==> config.mk <==
export PLATFORM = sky130hd
export DESIGN_NAME = adder_pipeline_error_monitor_flat
export DESIGN_NICKNAME = d
export VERILOG_FILES = /design/src/rtl/adder_pipeline_error_monitor_if.sv /design/src/rtl/adder_pipeline_error_monitor.sv /design/src/flat_wrapper.sv
export SDC_FILE = /design/constraint.sdc
export NUM_CORES = 1
export LEC_CHECK = 0
export CORE_MARGIN = 5
export CORE_UTILIZATION = 40
export DETAILED_ROUTE_END_ITERATION = 6
export GPL_TIMING_DRIVEN = 0
export PLACE_DENSITY = 0.69
export SYNTH_ARGS = -nofsm -noshare
export SYNTH_HDL_FRONTEND = slang
export SYNTH_SLANG_ARGS = --single-unit
export TNS_END_PERCENT = 20
==> constraint.sdc <==
create_clock -name clk -period 2 [get_ports clk]
set_input_delay 0.3 -clock clk [delete_from_list [all_inputs] [get_ports clk]]
set_output_delay 0.3 -clock clk [all_outputs]
set_load 0.02 [all_outputs]
==> src/rtl/adder_pipeline_error_monitor_if.sv <==
// Bundle between the parity-protected adder pipeline (plus its upstream
// source) and adder_pipeline_error_monitor.
//   master : drives in_valid, sum, err_alarm, error_signals; observes results
//   slave  : the monitor; consumes pipeline signals, drives ready/results/status
interface adder_pipeline_error_monitor_if #(
  parameter int WORD_WIDTH    = 4,
  parameter int LAYERS        = 3,
  parameter int ERR_CNT_WIDTH = 4
);
  logic                     in_valid;
  logic [WORD_WIDTH-1:0]    sum;
  logic                     err_alarm;
  logic [LAYERS-1:0]        error_signals;
  logic                     in_ready;
  logic [WORD_WIDTH-1:0]    out_data;
  logic                     out_valid;
  logic                     out_corrupt;
  logic                     flush;
  logic [ERR_CNT_WIDTH-1:0] err_count;
  logic [LAYERS-1:0]        err_layer;
  logic                     fail;

  modport master (
    output in_valid, sum, err_alarm, error_signals,
    input  in_ready, out_data, out_valid, out_corrupt, flush, err_count, err_layer, fail
  );

  modport slave (
    input  in_valid, sum, err_alarm, error_signals,
    output in_ready, out_data, out_valid, out_corrupt, flush, err_count, err_layer, fail
  );
endinterface

==> src/rtl/adder_pipeline_error_monitor.sv <==
// Error monitor for the cascaded parity-protected adder pipeline.
// Tracks real data through the pipeline with a valid-token delay line,
// emits registered results, drains the pipeline after a parity alarm,
// counts error episodes and latches a sticky failure at FAIL_THRESHOLD.
// Ports:
//   clk   - rising-edge clock shared with the pipeline
//   rst_n - asynchronous active-low reset
//   bus   - slave side of adder_pipeline_error_monitor_if
//
// state   | meaning
// --------+-------------------------------------------------------------
// RUN     | accepting input, emitting results of tokens reaching the end
// FLUSH   | input blocked, discarding in-flight tokens for LAYERS clocks
// FAILED  | threshold reached; input blocked until reset
module adder_pipeline_error_monitor #(
  parameter int WORD_WIDTH     = 4,
  parameter int LAYERS         = 3,
  parameter int ERR_CNT_WIDTH  = 4,
  parameter int FAIL_THRESHOLD = 3
) (
  input  logic clk,
  input  logic rst_n,
  adder_pipeline_error_monitor_if.slave bus
);

  localparam logic [1:0] ST_RUN    = 2'd0;
  localparam logic [1:0] ST_FLUSH  = 2'd1;
  localparam logic [1:0] ST_FAILED = 2'd2;

  localparam int CW = $clog2(LAYERS + 1);
  localparam logic [CW-1:0]            DRAIN_LOAD = CW'(LAYERS);
  localparam logic [ERR_CNT_WIDTH-1:0] CNT_MAX    = '1;
  localparam logic [ERR_CNT_WIDTH-1:0] CNT_THR    = ERR_CNT_WIDTH'(FAIL_THRESHOLD);

  logic [1:0]               state_q, state_d;
  logic [CW-1:0]            drain_q, drain_d;
  logic [LAYERS-1:0]        vld_sr_q, vld_sr_d;
  logic [WORD_WIDTH-1:0]    out_data_q, out_data_d;
  logic                     out_valid_q, out_valid_d;
  logic                     out_corrupt_q, out_corrupt_d;
  logic                     flush_q, flush_d;
  logic [ERR_CNT_WIDTH-1:0] err_count_q, err_count_d;
  logic [LAYERS-1:0]        err_layer_q, err_layer_d;
  logic                     fail_q, fail_d;

  logic in_ready;
  logic accept;
  logic tok;

  assign in_ready = (state_q == ST_RUN);
  assign accept   = bus.in_valid & in_ready;
  assign tok      = vld_sr_q[LAYERS-1];
  // Shift form keeps LAYERS=1 legal.
  assign vld_sr_d = (vld_sr_q << 1) | LAYERS'(accept);

  always_comb begin
    state_d       = state_q;
    drain_d       = drain_q;
    out_data_d    = out_data_q;
    out_valid_d   = 1'b0;
    out_corrupt_d = 1'b0;
    err_count_d   = err_count_q;
    err_layer_d   = err_layer_q;
    case (state_q)
      ST_RUN: begin
        if (bus.err_alarm) begin
          if (err_count_q != CNT_MAX) err_count_d = err_count_q + 1'b1;
          err_layer_d   = err_layer_q | bus.error_signals;
          drain_d       = DRAIN_LOAD;
          state_d       = ST_FLUSH;
          out_corrupt_d = tok;
        end else if (tok) begin
          out_data_d  = bus.sum;
          out_valid_d = 1'b1;
        end
      end
      ST_FLUSH: begin
        out_corrupt_d = tok;
        if (bus.err_alarm) begin
          // Alarm inside a drain extends the same episode.
          drain_d = DRAIN_LOAD;
        end else if (drain_q <= CW'(1)) begin
          drain_d = '0;
          state_d = (err_count_q >= CNT_THR) ? ST_FAILED : ST_RUN;
        end else begin
          drain_d = drain_q - CW'(1);
        end
      end
      ST_FAILED: begin
        out_corrupt_d = tok;
      end
      default: begin
        state_d = ST_RUN;
      end
    endcase
    flush_d = (state_d == ST_FLUSH);
    fail_d  = (state_d == ST_FAILED);
  end

  always_ff @(posedge clk or negedge rst_n) begin
    if (!rst_n) begin
      state_q       <= ST_RUN;
      drain_q       <= '0;
      vld_sr_q      <= '0;
      out_data_q    <= '0;
      out_valid_q   <= 1'b0;
      out_corrupt_q <= 1'b0;
      flush_q       <= 1'b0;
      err_count_q   <= '0;
      err_layer_q   <= '0;
      fail_q        <= 1'b0;
    end else begin
      state_q       <= state_d;
      drain_q       <= drain_d;
      vld_sr_q      <= vld_sr_d;
      out_data_q    <= out_data_d;
      out_valid_q   <= out_valid_d;
      out_corrupt_q <= out_corrupt_d;
      flush_q       <= flush_d;
      err_count_q   <= err_count_d;
      err_layer_q   <= err_layer_d;
      fail_q        <= fail_d;
    end
  end

  assign bus.in_ready    = in_ready;
  assign bus.out_data    = out_data_q;
  assign bus.out_valid   = out_valid_q;
  assign bus.out_corrupt = out_corrupt_q;
  assign bus.flush       = flush_q;
  assign bus.err_count   = err_count_q;
  assign bus.err_layer   = err_layer_q;
  assign bus.fail        = fail_q;

endmodule

==> src/flat_wrapper.sv <==
// flat-port wrapper written by rule: the top's interface ports become plain ports
module adder_pipeline_error_monitor_flat 
#(
  parameter int WORD_WIDTH     = 4,
  parameter int LAYERS         = 3,
  parameter int ERR_CNT_WIDTH  = 4,
  parameter int FAIL_THRESHOLD = 3
)
  (clk, rst_n, bus_in_valid, bus_sum, bus_err_alarm, bus_error_signals, bus_in_ready, bus_out_data, bus_out_valid, bus_out_corrupt, bus_flush, bus_err_count, bus_err_layer, bus_fail);
  adder_pipeline_error_monitor_if #(.WORD_WIDTH(WORD_WIDTH), .LAYERS(LAYERS), .ERR_CNT_WIDTH(ERR_CNT_WIDTH)) bus_i ();
  input  logic clk;
  input  logic rst_n;
  input wire logic [$bits(bus_i.in_valid)-1:0] bus_in_valid;
  input wire logic [$bits(bus_i.sum)-1:0] bus_sum;
  input wire logic [$bits(bus_i.err_alarm)-1:0] bus_err_alarm;
  input wire logic [$bits(bus_i.error_signals)-1:0] bus_error_signals;
  output wire logic [$bits(bus_i.in_ready)-1:0] bus_in_ready;
  output wire logic [$bits(bus_i.out_data)-1:0] bus_out_data;
  output wire logic [$bits(bus_i.out_valid)-1:0] bus_out_valid;
  output wire logic [$bits(bus_i.out_corrupt)-1:0] bus_out_corrupt;
  output wire logic [$bits(bus_i.flush)-1:0] bus_flush;
  output wire logic [$bits(bus_i.err_count)-1:0] bus_err_count;
  output wire logic [$bits(bus_i.err_layer)-1:0] bus_err_layer;
  output wire logic [$bits(bus_i.fail)-1:0] bus_fail;
  assign bus_i.in_valid = bus_in_valid;
  assign bus_i.sum = bus_sum;
  assign bus_i.err_alarm = bus_err_alarm;
  assign bus_i.error_signals = bus_error_signals;
  assign bus_in_ready = bus_i.in_ready;
  assign bus_out_data = bus_i.out_data;
  assign bus_out_valid = bus_i.out_valid;
  assign bus_out_corrupt = bus_i.out_corrupt;
  assign bus_flush = bus_i.flush;
  assign bus_err_count = bus_i.err_count;
  assign bus_err_layer = bus_i.err_layer;
  assign bus_fail = bus_i.fail;
  adder_pipeline_error_monitor #(.WORD_WIDTH(WORD_WIDTH), .LAYERS(LAYERS), .ERR_CNT_WIDTH(ERR_CNT_WIDTH), .FAIL_THRESHOLD(FAIL_THRESHOLD)) u_core (.clk(clk), .rst_n(rst_n), .bus(bus_i));
endmodule
==> impl_metrics.toml <==
[clock_network]
numCtsBuffers = 3
post_cts_buffers = 0
insertion_delay_ns = 0.30
clk_pin_slew_ns = 0.12
clock_sinks = 22
cts_tree = "done"
htreeDepth = 1
clk_path_buf_depth = 2
clockRootBuffer = "clkbuf_4"

[sta]
finalSetupViolCount = 0
tightest_slew_ns = 0.926
finalSetupTns_ns = 0
min_period_ns = 1.82
post-route-period-util_pct = 90.9
hold_viol_final = 0
rsz0062_at_grt = "no"
slew_violations = 0
max_clock_freq_mhz = 550
skew_ns = 0.00431
slew_headroom_pct = 38.1

[final_layout]
n_antenna_cell = 0
final_common_cell = "clkdlybuf4s50_1"
area_delta_synth_final_pct = 35.1
drive_above_1_share_pct = 12.3
final_cells = 134
final_cell_mix = "clkdlybuf4s50_1, dfrtp_1, nor2_1, ha_1"
final_util_pct = 57.5
design_area_sq_mm = 0.00128
num-nets-final = 123

[route]
dr.pass1.iters = 4
wl_per_cell_um = 13.7
drtIter0Drc = 11
via_count = 664
routed_wl_um = 1840
drc = 0
topRoutingLayerUsed = "met4"
wl_met2_um = 925
avgViaCountPerCell = 4.96
route.met3.wl_um = 113
wl_met1_um = 753
final_antenna_net_count = 0

[floorplan]
num_rows = 17
die_w_um = 58.8
ios = 27
die_h_um = 58.8
start_util_pct = 42.6
dieArea_sq_mm = 0.00345
core_area_sq_mm = 0.00223

[place]
place_area_sq_mm = 0.00125
place_inst = 130
port_buffers = 26
dp.final_hpwl_um = 1370
gp_congestion = 0.772

[setup_path]
slowest_delay_ns = 0.43
crit_fanout = 10
slowest_stage = "dfrtp_1"
cp.arrival_ns = 2.01
path_class = "flip-flop to flip-flop"
cp_data_required_time_ns = 2.19
start_kind = "flip-flop"
worstSetupEndpointType = "flip-flop"
cp_cell_sequence = "inv_1, ha_1, buf_2, nand2_1, a31oi_1, mux2_1"

[pwr]
irDropWorstVdd_mv = 0.881
power.internal_mw = 1.18
p_comb_share_pct = 48.6
p_clk_share_pct = 12.5
seq_power_share_pct = 38.9
p_leak_nw = 0.571
p_switching_mw = 0.712
switching_share_pct = 37.6
p_per_area_mw_per_mm2 = 1470
total_power_mw = 1.89

[status]
status = "complete, no violations"

[yosys]
synthesis.nets = 92
avgSynthCellArea_sq_um = 12.5
ys_seq_area_share_pct = 57.9
syn-cell-area_sq_um = 951
synthDistinctLibCells = 30
netlist_instances = 76
synth_seq_cells = 22
yosys_warnings = 0

[global_routing]
grt_antenna_before_repair = 0
grt_max_degree = 23
grt-ovfl-total = 0
grt_usage_pct = 12.1
grt_pass1_wl_um = 3140
grt_pass1_vias = 723

[job]
cap_violations = 0

[min_path]
hold_path.class = "flip-flop to flip-flop"
[final timing paths]
check	from	endpoint	slack [ns]	cells after the start
min in group asynchronous	rst_n	u_core.bus.out_corrupt	0.51	1
worst min register to register	u_core.vld_sr_q[1]	u_core.vld_sr_q[2]	0.36	0
worst min-delay path	u_core.vld_sr_q[1]	u_core.vld_sr_q[2]	0.36	0
max in group asynchronous	rst_n	u_core.drain_q[0]	0.93	1
worst max-delay path	u_core.state_q[0]	u_core.bus.err_count[1]	0.18	6
worst max register to register	u_core.state_q[0]	u_core.bus.err_count[1]	0.18	6
[state kept, by name (all words and copies together), names as in the netlist]
| signal | cells |
|---|---|
| u_core.bus.flush | 1 |
| u_core.drain_q | 2 |
| u_core.bus.out_corrupt | 1 |
| u_core.state_q | 2 |
| u_core.bus.out_valid | 1 |
| u_core.bus.out_data | 4 |
| u_core.bus.fail | 1 |
| u_core.bus.err_layer | 3 |
| u_core.vld_sr_q | 3 |
| u_core.bus.err_count | 4 |
[layer usage]
layer | GRT usage (%) | vias to the layer above
met5 | 0 | -
met4 | 7.77 | 0
met3 | 3.51 | 6
met2 | 18.9 | 22
met1 | 14.3 | 314
li1 | - | 322
[cell type report]
cell class,instances,area [sq um]
flip-flops and latches,22,551
repair buffers,26,263
inverters,4,15.0
clock buffers,4,36.3
well taps,28,35.0
plain buffers,2,16.3
fillers,197,948
multi-input cells,48,369
[kinds of logic (layout without fill, tap and decap cells)]
logic type,count (synthesis),in the layout,share of synthesized area [%]
AO/OA/AOI/OAI,16,16,11.7
XOR/XNOR,1,1,0.921
adder cells (fa/ha/maj),5,5,6.58
buffers and inverters,6,36,3.29
flip-flops,22,22,57.9
multiplexers,6,6,7.50
AND/OR/NAND/NOR,20,20,12.1
[power by group through the flow]
stage	clock (mW)	combinational, mW	sequential (mW)
final	0.237	0.919	0.736
after global routing	0.269	0.999	0.768
after detailed placement	0	0.923	0.749
after floorplan	0	0.427	0.867
after global placement	0	0.905	0.739
after CTS	0.246	0.937	0.739
[per-stage QoR]
step | setup WS, ns | hold WS [ns]
final | 0.181 | 0.363
after global placement | 0.200 | 0.333
after detailed placement | 0.164 | 0.337
after global routing | 0.0552 | 0.367
after floorplan | 0.242 | 0.00441
after CTS | 0.0119 | 0.365
[synthesized netlist by cell type]
cell type   n  area [sq um]
o32a_1      1          10.0
o21ai_1     1          5.00
and2_1      2          12.5
or3b_1      1          8.76
a31oi_1     3          18.8
inv_1       4          15.0
a21o_1      3          22.5
ha_1        5          62.6
nand2_1     3          11.3
buf_6       1          11.3
and2b_1     1          7.51
nor2_1      5          18.8
nor3b_1     1          7.51
buf_2       1          5.00
dfrtp_1    22           551
nand4_2     1          12.5
nor3_1      1          5.00
a211oi_1    1          7.51
and3_1      1          6.26
or3_1       1          6.26
xor2_1      1          8.76
o21ai_0     1          5.00
mux2_2      4          45.0
nor2b_1     1          6.26
mux2_4      1          15.0
a221oi_2    1          15.0
a21oi_1     4          20.0
mux2_1      1          11.3
nand2b_1    2          12.5
o21a_1      1          7.51
[worst max-delay path, delay by kind of cell (launching register included)]
| kind | cells | cell delay [ns] |
|---|---|---|
| buffers and inverters | 2 | 0.34 |
| DFF | 1 | 0.43 |
| adders and majority gates | 1 | 0.18 |
| muxes | 1 | 0.35 |
| and+or+nand+nor | 1 | 0.12 |
| AOI/OAI and AO/OA | 1 | 0.30 |
[repair_timing]
item | CTS | global route
setup endpoints to repair | 0 | 1
hold buffers | 0 | 0
resized for setup | 0 | 1
No activity file was read; power rests on OpenSTA's default activity.
